`src/rtl/ff_test_sweep_master.sv`:
```
// Phase-sweep test master: init-writes the DUT, then reads one probability count per phase point
// over a strobe/ready native bus, stepping the phase between points. Option: FF_SWEEP_PHASE_RETURN_EN.
module ff_test_sweep_master #(
  parameter int          NATIVE_ADDR_WDITH = 3,
  parameter int          NATIVE_DATA_WIDTH = 32,
  parameter logic [31:0] TIMEOUT           = 32'd1000000
) (
  input  logic                         NATIVE_CLK,
  input  logic                         rst_n,
  input  logic                         cmd_start,
  input  logic [15:0]                  cmd_steps,
  input  logic                         cmd_incdec,
  input  logic                         cmd_init,
  output logic                         busy,
  output logic                         done,
  output logic                         error,
  output logic                         NATIVE_EN,
  output logic                         NATIVE_WR,
  output logic [NATIVE_ADDR_WDITH-1:0] NATIVE_ADDR,
  output logic [NATIVE_DATA_WIDTH-1:0] NATIVE_WDATA,
  input  logic [NATIVE_DATA_WIDTH-1:0] NATIVE_RDATA,
  input  logic                         NATIVE_READY,
  output logic                         res_valid,
  input  logic                         res_ready,
  output logic [31:0]                  res_data,
  output logic [15:0]                  res_index
);

  typedef enum logic [3:0] {
    IDLE, INIT_WR, INIT_WT, TEST_RD, TEST_WT, CAPT, PUSH, PS_WR, PS_WT, FIN, ERR
`ifdef FF_SWEEP_PHASE_RETURN_EN
    , RET_WR, RET_WT
`endif
  } state_t;

  localparam logic [NATIVE_ADDR_WDITH-1:0] ADDR_PHASE = NATIVE_ADDR_WDITH'(0);
  localparam logic [NATIVE_ADDR_WDITH-1:0] ADDR_INIT  = NATIVE_ADDR_WDITH'(1);
  localparam logic [NATIVE_ADDR_WDITH-1:0] ADDR_TEST  = NATIVE_ADDR_WDITH'(2);

  state_t      state;
  logic [15:0] steps_reg;
  logic        incdec_reg;
  logic [31:0] tmo_cnt;
  logic        tmo_hit;
  logic        more_points;
`ifdef FF_SWEEP_PHASE_RETURN_EN
  logic [15:0] ret_cnt;
`endif

  assign tmo_hit     = (tmo_cnt >= TIMEOUT - 32'd1);
  // 17-bit compare so 65535 points never wraps the index test
  assign more_points = ({1'b0, res_index} + 17'd1) < {1'b0, steps_reg};

  always_ff @(posedge NATIVE_CLK or negedge rst_n) begin
    if (!rst_n) begin
      state        <= IDLE;
      steps_reg    <= '0;
      incdec_reg   <= 1'b0;
      tmo_cnt      <= '0;
      busy         <= 1'b0;
      done         <= 1'b0;
      error        <= 1'b0;
      NATIVE_EN    <= 1'b0;
      NATIVE_WR    <= 1'b0;
      NATIVE_ADDR  <= '0;
      NATIVE_WDATA <= '0;
      res_valid    <= 1'b0;
      res_data     <= '0;
      res_index    <= '0;
`ifdef FF_SWEEP_PHASE_RETURN_EN
      ret_cnt      <= '0;
`endif
    end else begin
      // Strobe and done are one-cycle pulses unless a transition re-asserts them
      NATIVE_EN <= 1'b0;
      done      <= 1'b0;
      case (state)
        IDLE: if (cmd_start) begin
          steps_reg    <= cmd_steps;
          incdec_reg   <= cmd_incdec;
          error        <= 1'b0;
          busy         <= 1'b1;
          res_index    <= '0;
          NATIVE_EN    <= 1'b1;
          NATIVE_WR    <= 1'b1;
          NATIVE_ADDR  <= ADDR_INIT;
          NATIVE_WDATA <= {{(NATIVE_DATA_WIDTH-1){1'b0}}, cmd_init};
          state        <= INIT_WR;
        end
        INIT_WR, TEST_RD, PS_WR
`ifdef FF_SWEEP_PHASE_RETURN_EN
        , RET_WR
`endif
        : begin
          tmo_cnt <= '0;
          state   <= state_t'(state + 4'd1);
        end
        INIT_WT, TEST_WT, PS_WT
`ifdef FF_SWEEP_PHASE_RETURN_EN
        , RET_WT
`endif
        : begin
          if (!NATIVE_READY) begin
            if (tmo_hit) begin
              error <= 1'b1;
              done  <= 1'b1;
              state <= ERR;
            end else begin
              tmo_cnt <= tmo_cnt + 32'd1;
            end
          end else if (state == TEST_WT) begin
            state <= CAPT;
          end else if ((state == INIT_WT && steps_reg != 16'd0) || state == PS_WT) begin
            if (state == PS_WT) res_index <= res_index + 16'd1;
            NATIVE_EN   <= 1'b1;
            NATIVE_WR   <= 1'b0;
            NATIVE_ADDR <= ADDR_TEST;
            state       <= TEST_RD;
`ifdef FF_SWEEP_PHASE_RETURN_EN
          end else if (state == RET_WT && ({1'b0, ret_cnt} + 17'd2) < {1'b0, steps_reg}) begin
            ret_cnt   <= ret_cnt + 16'd1;
            NATIVE_EN <= 1'b1;
            state     <= RET_WR;
`endif
          end else begin
            done  <= 1'b1;
            state <= FIN;
          end
        end
        CAPT: begin
          res_data  <= 32'(NATIVE_RDATA);
          res_valid <= 1'b1;
          state     <= PUSH;
        end
        PUSH: if (res_ready) begin
          res_valid <= 1'b0;
          if (more_points) begin
            NATIVE_EN    <= 1'b1;
            NATIVE_WR    <= 1'b1;
            NATIVE_ADDR  <= ADDR_PHASE;
            NATIVE_WDATA <= {{(NATIVE_DATA_WIDTH-1){1'b0}}, incdec_reg};
            state        <= PS_WR;
`ifdef FF_SWEEP_PHASE_RETURN_EN
          end else if (steps_reg > 16'd1) begin
            // Walk the phase back to where the sweep started
            ret_cnt      <= '0;
            NATIVE_EN    <= 1'b1;
            NATIVE_WR    <= 1'b1;
            NATIVE_ADDR  <= ADDR_PHASE;
            NATIVE_WDATA <= {{(NATIVE_DATA_WIDTH-1){1'b0}}, ~incdec_reg};
            state        <= RET_WR;
`endif
          end else begin
            done  <= 1'b1;
            state <= FIN;
          end
        end
        FIN, ERR: begin
          busy  <= 1'b0;
          state <= IDLE;
        end
        default: state <= IDLE;
      endcase
    end
  end

endmodule

```
`config.mk`:
```
export PLATFORM = sky130hd
export DESIGN_NAME = ff_test_sweep_master
export DESIGN_NICKNAME = d
export VERILOG_FILES = /design/src/rtl/ff_test_sweep_master.sv
export SDC_FILE = /design/constraint.sdc
export NUM_CORES = 1
export LEC_CHECK = 0
export BUFFER_PORTS_ARGS = -buffer_cell sky130_fd_sc_hd__buf_2
export CAP_MARGIN = 15
export CORE_MARGIN = 2
export CORE_UTILIZATION = 40
export CTS_CLUSTER_DIAMETER = 40
export DETAILED_ROUTE_END_ITERATION = 6
export REMOVE_ABC_BUFFERS = 1
export SLEW_MARGIN = 10
export SYNTH_ARGS = -nofsm -noshare
export SYNTH_HDL_FRONTEND = slang
export SYNTH_SLANG_ARGS = --single-unit
export TNS_END_PERCENT = 5
```
`constraint.sdc`:
```
create_clock -name NATIVE_CLK -period 4.5 [get_ports NATIVE_CLK]
set_input_delay 0.675 -clock NATIVE_CLK [delete_from_list [all_inputs] [get_ports NATIVE_CLK]]
set_output_delay 0.675 -clock NATIVE_CLK [all_outputs]
set_load 0.005 [all_outputs]
```
======== Yosys cells after proc, flatten, opt, wreduce, memory -nomap -nowiden ========
Cells that the tools add are included.
cells by class
  $add $sub $neg .......................... 4
  $lt $le $gt $ge ......................... 2
  eq/ne operators ......................... 21
  mux-type cells .......................... 56
  reductions and logical operators ........ 22
operators with widths
  cell                   count
  $mux 32                5
  $pmux 32 s2            2
  $mux 16                5
  $add 32x1->32 const B  1
  $ge 32x20->1 const B   1
  $pmux 16 s2            1
  $mux 4                 7
  $mux 1                 22
  $ne 2x2->1 const B     10
  $pmux 4 s5             1
  $mux 3                 6
  $add 16x1->17 const B  1
  $lt 17x16->1           1
  $add 16x1->16 const B  1
  $eq 4x3->1 const B     4
  $reduce_bool 16->1     1
  $eq 4x4->1 const B     3
  $reduce_bool 2->1      5
  $pmux 3 s3             1
  $eq 4x2->1 const B     2
  $pmux 1 s2             4
  $reduce_and 4->1       2
  $reduce_and 7->1       1
  $pmux 1 s3             2
  other kinds (12)       16
storage, ports and cells
  register bits ........................... 142
  input bits .............................. 55
  logic and storage cells ................. 119

======== Logic depth before layout (Yosys ltp) ========
  word-level depth ........................ 7
  depth in mapped cells ................... 14
  mapped depth without buffers ............ 13

======== Worst setup path before layout ========
No wires, ideal clock.
  kind .................................... reg-to-reg
  start point ............................. register res_index[0]
  end point ............................... register NATIVE_ADDR[1]
  setup time .............................. 125 ps
  arrival time ............................ 3,414 ps
  required time ........................... 4,375 ps
  path slack .............................. 961 ps
  cell stages (with the launch flop) ...... 15
  path through ............................ dfrtp_1 > ha_1 > nand4_1 > nor2_1 > and2_1 > clkbuf_1 > nand3_1 > xnor2_1 > ha_1 > nand3_1 > nor2_1 > a221o_1 > nor4_2 > o2111ai_1 > mux2_2
between the ends
  cells in the longest elaborated chain, start to end .. 4
ends and longest elaborated chain
  what                        line  source
  start, declared             26    output logic [15:0] res_index
  start signal, assigned      114   if (state == PS_WT) res_index <= res_index + 16'd1;
  $add 16x1->17               52    assign more_points = ({1'b0, res_index} + 17'd1) < {1'b0, steps_reg};
  $lt 17x16->1                52
  $ne 2x2->1 (no line)        n/a
  $reduce_and 7->1 (no line)  n/a
  end signal, assigned        65    NATIVE_ADDR <= '0;
  end signal, assigned        86    NATIVE_ADDR <= ADDR_INIT;
  end signal, assigned        117   NATIVE_ADDR <= ADDR_TEST;
  end, declared               19    output logic [NATIVE_ADDR_WDITH-1:0] NATIVE_ADDR,
Every way passes these cells.
A chain may end at the register's enable or synchronous reset.

======== Worst setup path after layout ========
  start point ............................. register res_index[0]
  end point ............................... register NATIVE_WR
between the ends
  cells in the longest elaborated chain, start to end .. 4
ends and longest elaborated chain
  what                        line  source
  $add 16x1->17               52
  $lt 17x16->1                52
  $ne 2x2->1 (no line)        n/a
  $reduce_and 7->1 (no line)  n/a
  end signal, assigned        64    NATIVE_WR <= 1'b0;
  end signal, assigned        85    NATIVE_WR <= 1'b1;
  end signal, assigned        116   NATIVE_WR <= 1'b0;
  end, declared               18    output logic NATIVE_WR,
Every way passes these cells.

==> out/metrics.yaml <==
outcome:
  status: "finished clean"
finish:
  nFillCells: 1319
  reg.largest.list: "res_data: 32 flops, tmo_cnt: 32 flops"
  area_delta_synth_final_pct: 15.57
  nNetsFinal: 746
  layout-drive-gt1-share_pct: 26.67
  diodes: 0
  design_area_sq_um: 6716
clock_network:
  clkSinkCount: 110
  cts_hold_buffers: 0
  tritoncts: "yes"
  path_clk_slew_ns: 0.08
  post-cts-setup-buffers: 0
  insertion_delay_ns: 0.35
  htreeDepth: 3
  ctsLongestPathBuffers: 2
  root_buffer: "clkbuf_16"
  cts_buffers: 9
  cts_resized: 0
global_routing:
  gr-max-usage-layer: "met2"
  gr-usage-all-layers_pct: 17.21
  met3_usage_pct: 4.768
  grt_max_degree: 76
  overflow: 0
  grt_first_pass_wirelength_mm: 21.98
  antenna_found_initial: 1
  first_global_vias: 4479
  grt_util_met1_pct: 23.63
  grtUsageMet2_pct: 27.19
sta:
  timing.fmax_mhz: 243.0
  tns_ns: 0
  hold_viol_final: 0
  rsz0062_at_grt: "false"
  maxSlewHeadroom_pct: 34.88
  worst_slew_pin_slew_ns: 0.9768
  period_needed_ns: 4.115
  setup_viol: 0
  final_max_slew_viol_count: 0
  clock_skew_ns: 0.007394
  post-route-period-util_pct: 91.44
setup_path:
  slowest_delay_ns: 0.66
  path_buf_inv: 0
  crit_fanout: 7
  end_kind: "flop"
  critPathArrivalTime_ns: 4.36
  worstPathRequired_ns: 4.74
  crit_path_top_delay_cell: "nor4_2"
  cp_top_family: "simple AND/OR/NAND/NOR gates"
  cp_cell_sequence: "ha_1 -> nand4_1 -> nor2_1 -> and2_1 -> nand3_1 -> xnor2_1 -> ha_1 -> nand3_1 -> nor2_1 -> a221o_1 -> nor4_2 -> o2111ai_1 -> mux2_2"
  crit_path_start_kind: "flop"
  criticalPathCategory: "flop to flop"
job:
  max-cap-violations: 0
power:
  ir_drop_uv: 280.1
  clkPwrFrac_pct: 20.9
  switching_share_pct: 37.19
  power.internal_mw: 2.304
  powerDensity_nw_per_um2: 546.3
  combinationalPowerShare_pct: 38.4
  pwr-share-seq_pct: 40.7
  leakagePower_nw: 3.238
  p_sw_mw: 1.365
routing:
  remaining_drc_errors: 0
  drt_wl_total_mm: 13.04
  vias: 4603
  first_pass_iters: 5
  drtIter0Drc: 331
  drt-wirelength-per-cell_um: 15.18
  vias_per_cell: 5.359
  ant_nets: 0
synthesis:
  synth_seq_cells: 110
  synthArstFlopShare_pct: 100.0
  synth_most_common_cell: "dfrtp_1"
  yosysTopAreaCell: "dfrtp_1"
  synth_area_sq_um: 5812
  yosysTopAreaCellShare_pct: 47.36
  yosysWarnings: 0
  synth_common_cells: "110 x dfrtp_1, 52 x nand2_1, 40 x o21ai_0"
  avgSynthCellArea_sq_um: 10.29
  synth_edf_count: 0
  yosysSeqAreaShare_pct: 47.36
  ys_types: 60
  synthCells: 565
  synthTopCellsByArea: "dfrtp_1 47%, mux2_2 7.2%, ha_1 4.5%"
  ys.flop_type: "dfrtp_1"
floorplanning:
  die_h_um: 124.5
  coreArea_sq_um: 14370
  die_area_sq_um: 15510
  fp.dieW_um: 124.5
  start_util_pct: 40.45
  io-pin-count: 144
  rows: 44
place:
  dpl_cell_area_sq_um: 6432
  routabilityCongestion: 0.8632
  io_buffers: 111
  dp_hpwl_mm: 9.507
worst_hold_path:
  hold_class: "input pin to async pin"
[power groups by stage]
| stage | Combinational [mW] | Clock, mW | Sequential [mW] |
|---|---|---|---|
| after global routing | 1.57 | 0.848 | 1.54 |
| after floorplan | 0.899 | 0 | 1.48 |
| after global placement | 1.38 | 0 | 1.50 |
| final | 1.41 | 0.766 | 1.49 |
| after detailed placement | 1.41 | 0 | 1.50 |
| after CTS | 1.41 | 0.797 | 1.49 |
[layout make-up]
cell class              count  area [sq um]  share of cell area, %
clock buffers              10         229.0                  3.409
clock inverters             6         55.05                 0.8197
inverters                  26         97.59                  1.453
multi-input cells         407          2756                  41.04
flip-flops and latches    110          2753                  40.98
well taps                 184         230.2                  3.428
repair buffers            116         595.6                  8.867
[per-stage QoR]
step	worst slack, ns	hold slack [ns]	instances	util [%]	power, mW
after global placement	0.5960	0.4666	843	44.77	2.876
final	0.3854	0.4632	859	46.74	3.669
after CTS	0.4436	0.4845	859	46.74	3.700
after detailed placement	0.4830	0.4709	843	44.77	2.914
after floorplan	1.054	0.3794	543	-	2.382
after global routing	0.1063	0.4988	859	46.74	3.954
[logic make-up (layout without fill, tap and decap cells)]
| group | count (synthesis) | after routing | share of synthesized area, % |
|---|---|---|---|
| XOR/XNOR | 16 | 16 | 2.411 |
| AND/OR/NAND/NOR | 168 | 168 | 14.60 |
| flip-flops | 110 | 110 | 47.36 |
| AO/OA/AOI/OAI | 122 | 122 | 14.75 |
| adder cells (fa/ha/maj) | 21 | 21 | 4.521 |
| multiplexers | 48 | 48 | 9.085 |
| buffers and inverters | 79 | 158 | 7.212 |
| other | 1 | 32 | 0.06452 |
[final timing paths]
path,from,end,slack [ns],depth (start not counted)
max in group asynchronous,rst_n,res_data[20]$_DFFE_PN0P_,3.01,2
min reg2reg,tmo_cnt[17]$_DFFE_PN0P_,tmo_cnt[17]$_DFFE_PN0P_,0.48,1
min in group NATIVE_CLK,tmo_cnt[17]$_DFFE_PN0P_,tmo_cnt[17]$_DFFE_PN0P_,0.48,1
max,res_index[0]$_DFFE_PN0P_,NATIVE_WR$_DFFE_PN0P_,0.39,13
max reg2reg,res_index[0]$_DFFE_PN0P_,NATIVE_WR$_DFFE_PN0P_,0.39,13
min,rst_n,tmo_cnt[18]$_DFFE_PN0P_,0.46,1
[per-layer routing]
metal	vias up	wire length, um
met1	2246	5984
li1	2184	-
met5	-	0
met3	16	812
met4	0	149
met2	157	6094
[cells in the final DEF, fill, tap and decap left out, drive strengths merged, types with 6 or more instances in the layout]
master | netlist | routed
a31oi | 6 | 6
nand4 | 13 | 13
nand2 | 52 | 52
ha | 21 | 21
nand3 | 26 | 26
mux2i | 10 | 10
conb | 1 | 32
nor3 | 12 | 12
mux2 | 38 | 38
dfrtp | 110 | 110
nor2b | 14 | 14
nor2 | 22 | 22
buf | 36 | 116
a21oi | 21 | 21
clkbuf | 17 | 10
a22o | 7 | 7
nor4 | 10 | 10
xnor2 | 12 | 12
a21o | 9 | 9
inv | 25 | 28
o21ai | 40 | 40
o31ai | 10 | 10
Power figures use the tool's default switching activity.
